**config.mk**
```make
export PLATFORM = sky130hd
export DESIGN_NAME = shift_subtract_divider
export DESIGN_NICKNAME = d
export VERILOG_FILES = /design/src/rtl/shift_subtract_divider.sv
export SDC_FILE = /design/constraint.sdc
export NUM_CORES = 1
export LEC_CHECK = 0
export CORE_AREA = 5 5 66 68
export DETAILED_ROUTE_END_ITERATION = 16
export DIE_AREA = 0 0 71 73
export PLACE_DENSITY = 0.77
export SLEW_MARGIN = 20
export SYNTH_ARGS = -nofsm -noshare
export SYNTH_HDL_FRONTEND = slang
export SYNTH_SLANG_ARGS = --single-unit
```
**constraint.sdc**
```tcl
create_clock -name clk -period 2.4 [get_ports clk]
set_input_delay 0.36 -clock clk [delete_from_list [all_inputs] [get_ports clk]]
set_output_delay 0.36 -clock clk [all_outputs]
set_load 0.02 [all_outputs]
```
**src/rtl/shift_subtract_divider.sv**
```systemverilog
// Sequential restoring divider: DW-bit dividend by VW-bit divisor, one quotient
// bit per clock MSB first, with a single-cycle divide-by-zero path.
module shift_subtract_divider #(
    parameter int DW = 8,
    parameter int VW = 4
) (
    input  logic          clk,
    input  logic          rst_n,
    input  logic          S,
    input  logic [DW-1:0] c,
    input  logic [VW-1:0] a,
    output logic [DW-1:0] q,
    output logic [VW-1:0] r,
    output logic          busy,
    output logic          done,
    output logic          div_by_zero
);

    localparam int CW = (DW > 1) ? $clog2(DW) : 1;

    typedef enum logic [1:0] {IDLE, RUN, ZERO} state_t;

    state_t         state_reg, state_next;
    logic           s_d_reg;
    logic [CW-1:0]  count_reg;
    logic [DW-1:0]  dividend_reg;
    logic [VW-1:0]  divisor_reg;
    logic [VW-1:0]  p_reg;

    logic           launch;
    logic           last_step;
    logic [VW:0]    t;
    logic           ge;
    logic [VW-1:0]  p_next;

    assign launch    = S & ~s_d_reg;
    assign last_step = (count_reg == CW'(DW - 1));

    // A restoring step never leaves more than VW bits, so P is kept VW wide
    // and only the trial value T carries the extra bit.
    always_comb begin
        t      = {p_reg, dividend_reg[DW-1]};
        ge     = (t >= {1'b0, divisor_reg});
        p_next = ge ? VW'(t - {1'b0, divisor_reg}) : t[VW-1:0];
    end

    always_comb begin
        state_next = state_reg;
        case (state_reg)
            IDLE:    if (launch) state_next = (a == '0) ? ZERO : RUN;
            RUN:     if (last_step) state_next = IDLE;
            ZERO:    state_next = IDLE;
            default: state_next = IDLE;
        endcase
    end

    always_ff @(posedge clk or negedge rst_n) begin
        if (!rst_n) begin
            state_reg <= IDLE;
        end else begin
            state_reg <= state_next;
        end
    end

    // Quotient bits are shifted into the dividend register's vacated LSBs,
    // so after DW steps it holds the full quotient.
    always_ff @(posedge clk or negedge rst_n) begin
        if (!rst_n) begin
            s_d_reg      <= 1'b0;
            count_reg    <= '0;
            dividend_reg <= '0;
            divisor_reg  <= '0;
            p_reg        <= '0;
            q            <= '0;
            r            <= '0;
            busy         <= 1'b0;
            done         <= 1'b0;
            div_by_zero  <= 1'b0;
        end else begin
            s_d_reg <= S;
            done    <= 1'b0;
            case (state_reg)
                IDLE: begin
                    if (launch) begin
                        dividend_reg <= c;
                        divisor_reg  <= a;
                        p_reg        <= '0;
                        count_reg    <= '0;
                        busy         <= 1'b1;
                    end
                end
                RUN: begin
                    p_reg        <= p_next;
                    dividend_reg <= {dividend_reg[DW-2:0], ge};
                    count_reg    <= count_reg + 1'b1;
                    if (last_step) begin
                        q           <= {dividend_reg[DW-2:0], ge};
                        r           <= p_next;
                        div_by_zero <= 1'b0;
                        done        <= 1'b1;
                        busy        <= 1'b0;
                    end
                end
                ZERO: begin
                    q           <= '1;
                    r           <= VW'(dividend_reg);
                    div_by_zero <= 1'b1;
                    done        <= 1'b1;
                    busy        <= 1'b0;
                end
                default: ;
            endcase
        end
    end

endmodule
```
# == Yosys cells after proc, flatten, opt, wreduce, memory -nomap -nowiden ==
# Index checks and enable logic that the tools add are counted.
# totals
register_bits,37
inputBits,15
word_cells,52
# op_classes
add_sub_neg,2
order_cmp,1
eq_ne,5
muxes,21
bitwise,2
n_reduce_logical,10
# ops
operator,n
$pmux 8 s2,2
$mux 8,2
$pmux 4 s2,2
$mux 4,3
$reduce_and 2->1,4
$mux 2,3
$pmux 3 s2,1
$ge 5x4->1,1
$logic_not 4->1,1
$ne 2x2->1 const B,2
$pmux 1 s2,2
$pmux 2 s2,1
$reduce_bool 2->1,2
$sub 4x4->4,1
$add 3x1->3 const B,1
$eq 3x3->1 const B,1
$mux 1,3
$mux 3,1
$pmux 1 s3,1
$reduce_and 3->1,1
$reduce_bool 3->1,1
$eq 2x1->1 const B,1
$eq 2x2->1 const B,1
$logic_not 2->1,1
2 further kinds,2

# == Longest topological paths before layout ==
# depth
word_depth,4
ltp_mapped,8
depth_no_buf,7

# == Worst setup path after synthesis ==
# Ideal clock, no wire load.
# synth_timing
path_type,register to register
start,reg dividend_reg[7]
end,reg p_reg[0]
setup_time_ns,0.074
arrival_time_ns,1.626
required_time_ns,2.326
slack_ns,0.700
stages_incl_launch_ff,8
n_path_buf,0
period_less_slack_ns,1.700
path_cell_list,dfrtp_1 inv_1 ha_1 nand2b_4 a211oi_4 o21ai_2 mux2_4 o21ai_2
# synth_via
elab_chain_len,3
elab_cells_between_ends,4
cone_classes,add/sub (1); order compare (1); mux (2)
# synth_rtl
item,line,source
"start, declared",26,logic [DW-1:0] dividend_reg;
"start signal, assigned",94,"dividend_reg <= {dividend_reg[DW-2:0], ge};"
$sub 4x4->4 / $ge 5x4->1 (equally long branches),"44, 43",
$mux 4 *,44,"p_next = ge ? VW'(t - {1'b0, divisor_reg}) : t[VW-1:0];"
$pmux 4 s2 *,82,case (state_reg)
"end signal, assigned",93,p_reg <= p_next;
"end, declared",28,logic [VW-1:0] p_reg;
# Every way passes the cells marked *; elsewhere a longest branch is shown, timed or not.
# A chain may end at the register's enable or synchronous reset.

# == Worst setup path after layout ==
# layout_timing
start,reg dividend_reg[7]
end,reg r[0]
# layout_via
elab_chain_len,4
elab_cells_between_ends,5
cone_classes,add/sub (1); order compare (1); mux (3)
# layout_rtl
item,line,source
$sub 4x4->4 / $ge 5x4->1 (equally long branches),"44, 43",
$mux 4 *,44,
$mux 4 *,96,if (last_step) begin
$pmux 4 s2 *,82,
"end signal, assigned",98,r <= p_next;
"end signal, assigned",106,r <= VW'(dividend_reg);
"end, declared",13,"output logic [VW-1:0] r,"
# Every way passes the cells marked *; elsewhere a longest branch is shown, timed or not. The select of a mux whose other input is x is not followed.

==> flow_metrics.env <==
export IMPL_status="finished, final reports clean"
export IMPL_rows=23
export IMPL_cts_made_buffers=5
export IMPL_synth_area_leaders="dfrtp_1 (49%), o22a_1 (7.5%), ha_1 (6.7%), mux2i_1 (4.8%), nand2_1 (3.8%)"
export IMPL_synth_ff_type="dfrtp_1"
export IMPL_rsz0062_at_grt="no"
export IMPL_final_cell_mix="dfrtp_1 (37), clkdlybuf4s50_1 (29), nand2_1 (19), o22a_1 (16), o21ai_0 (14)"
export IMPL_hp_class="input pin to async pin"
export IMPL_grt_start_max_net_pins=38
export IMPL_antenna_found_initial=0
export IMPL_cp_required_ns=2.61
export IMPL_dp_hpwl_um=3082
export IMPL_cts_tree="built"
export IMPL_tightest_slew_ns=0.5478
export IMPL_skew_ns=0.006654
export IMPL_rrSetupSlack_ns=0.43
export IMPL_hold_violations=0
export IMPL_p_clk_share_pct=19.0
export IMPL_p_leak_nw=0.9999
export IMPL_ys_warnings_count=0
export IMPL_routed_wirelength_um=4038
export IMPL_maxSlewHeadroom_pct=63.48
export IMPL_grt_pass1_vias=1523
export IMPL_numPortBuffers=29
export IMPL_synth_area_um2=1881
export IMPL_cts_sink_count=37
export IMPL_synth_nets=198
export IMPL_drc=0
export IMPL_syn_to_final_growth_pct=25.55
export IMPL_tns_ns=0
export IMPL_switchingPower_mw=1.141
export IMPL_timing_final_crit_share_pct=82.11
export IMPL_die_h_um=73
export IMPL_synth_avg_cell_area_um2=10.93
export IMPL_synth_top_area_share_pct=49.23
export IMPL_post_cts_repair_setup_buffers=0
export IMPL_seq_area_um2=925.9
export IMPL_hold_slack_ns=0.4968
export IMPL_ys_ff_latch=37
export IMPL_drv_cap=0
export IMPL_nNetsFinal=232
export IMPL_crit_fanout=5
export IMPL_clockBufferDepth=2
export IMPL_post_drt_wl_per_cell_um=15.71
export IMPL_multi_input_area_um2=890.9
export IMPL_synth_cells=172
export IMPL_start_util_pct=49.51
export IMPL_final_common_cell="dfrtp_1"
export IMPL_dr_pass1_iters=4
export IMPL_fin_crit_ns=1.971
export IMPL_ctsResizeCount=0
export IMPL_end_kind="register"
export IMPL_async_flop_share_pct=100.0
export IMPL_ys_types=34
export IMPL_grt_overflow_total=0
export IMPL_antenna_left=0
export IMPL_vias_per_cell=5.556
export IMPL_nFillCells=325
export IMPL_cts_max_level=2
export IMPL_clk_pin_slew_ns=0.08
export IMPL_crit_type="register to register"
export IMPL_reg2reg_depth=7
export IMPL_vias=1428
export IMPL_yosysSeqAreaShare_pct=49.23
export IMPL_seq_power_share_pct=34.0
export IMPL_drtIter0Drc=64
export IMPL_grt_pass1_wl_um=7100
export IMPL_p_comb_share_pct=47.0
export IMPL_clk_insertion_delay_late_ns=0.29
export IMPL_power_density_nw_per_um2=1247
export IMPL_synth_edf_count=0
export IMPL_switching_share_pct=38.74
export IMPL_coreArea_um2=3799
export IMPL_drv_slew=0
export IMPL_die_x_um=71
export IMPL_io_pins=30
export IMPL_gp_congestion=0.8519
export IMPL_die_area_um2=5183
export IMPL_num_antenna_cells=0
export IMPL_yosys_area_top_type="dfrtp_1"
export IMPL_critPathArrivalTime_ns=2.18
export IMPL_max_freq_mhz=507.5
export IMPL_grt_util_all_layers_pct=17.34
export IMPL_layout_drive_gt1_share_pct=11.59
export IMPL_p_int_mw=1.804
export IMPL_ctsHoldBuffers=0
export IMPL_ctsRootBufferMaster="clkbuf_8"
export IMPL_start_kind="register"
export IMPL_ir_drop_v=0.0007897
export IMPL_setup_violations_final=0
[cells by family (layout without fill, tap and decap cells)]
logic type / count (synthesis) / count (layout) / synth area share, %
AO/OA/AOI/OAI: 58 / 58 / 22.02
XOR/XNOR: 2 / 2 / 0.9316
adder cells (fa/ha/maj): 11 / 11 / 7.718
buffers and inverters: 16 / 51 / 3.393
flip-flops: 37 / 37 / 49.23
multiplexers: 14 / 14 / 7.984
AND/OR/NAND/NOR: 34 / 34 / 8.717
[worst paths after layout]
path	startpoint	to
max	dividend_reg[7]	r[0]
min	rst_n	dividend_reg[4]
max reg2reg	dividend_reg[7]	r[0]
min reg2reg	count_reg[0]	count_reg[0]
max in group asynchronous	rst_n	divisor_reg[0]
min in group clk	count_reg[0]	count_reg[0]
[stage by stage]
step	power, mW	instances	instance area (µm²)	worst slack [ns]	utilization (%)
6_report	2.945	257	2361	0.4295	62.15
5_1_grt	3.166	257	2361	0.2586	62.15
4_1_cts	2.973	257	2361	0.4280	62.15
3_5_place_dp	2.410	249	2241	0.4708	58.99
3_3_place_gp	2.327	249	2241	0.5220	58.99
2_1_floorplan	1.980	172	1881	0.7001	-
[cell usage after synthesis (2+ instances only)]
library cell / instances
a21oi_1: 5
a22o_1: 2
a32oi_1: 3
buf_2: 3
clkbuf_1: 4
dfrtp_1: 37
ha_1: 10
inv_1: 9
mux2_2: 4
mux2i_1: 9
nand2_1: 19
nand2b_1: 2
nand3b_1: 3
nor2_1: 5
o21ai_0: 14
o21ai_1: 7
o21ai_2: 3
o22a_1: 16
xor2_1: 2
[critical path: stages, from the launching register on]
cell	delay (ns)
dfrtp_1	0.39
inv_1	0.08
ha_1	0.33
nand2b_4	0.16
a211oi_4	0.29
o21ai_2	0.18
mux2_4	0.35
o21ai_2	0.12
[routing by layer]
metal | share of wire [%] | global-route usage (%) | vias to the layer above
li1 | - | - | 692
met3 | 4.3 | 4.821 | 6
met4 | 1.1 | 4.802 | 0
met1 | 42 | 20.99 | 705
met2 | 52 | 30.38 | 25
met5 | 0 | 0 | -
[power groups by stage]
| stage | registers, mW | logic (mW) | clock network (mW) |
|---|---|---|---|
| floorplan | 1.03 | 0.947 | 0 |
| global placement | 1.00 | 1.33 | 0 |
| detailed placement | 1.01 | 1.40 | 0 |
| CTS | 1.00 | 1.40 | 0.572 |
| global route | 1.03 | 1.53 | 0.602 |
| finish | 1.00 | 1.39 | 0.558 |
[cell type report]
type                       instances  area share [%]
multi-input combinational        119           37.73
inverter                           9           1.431
timing repair buffer              34           13.88
clock inverter                     2           1.590
sequential                        37           39.22
tap                               50           2.650
clock buffer                       6           3.498
No activity file was read; power rests on OpenSTA's default activity.
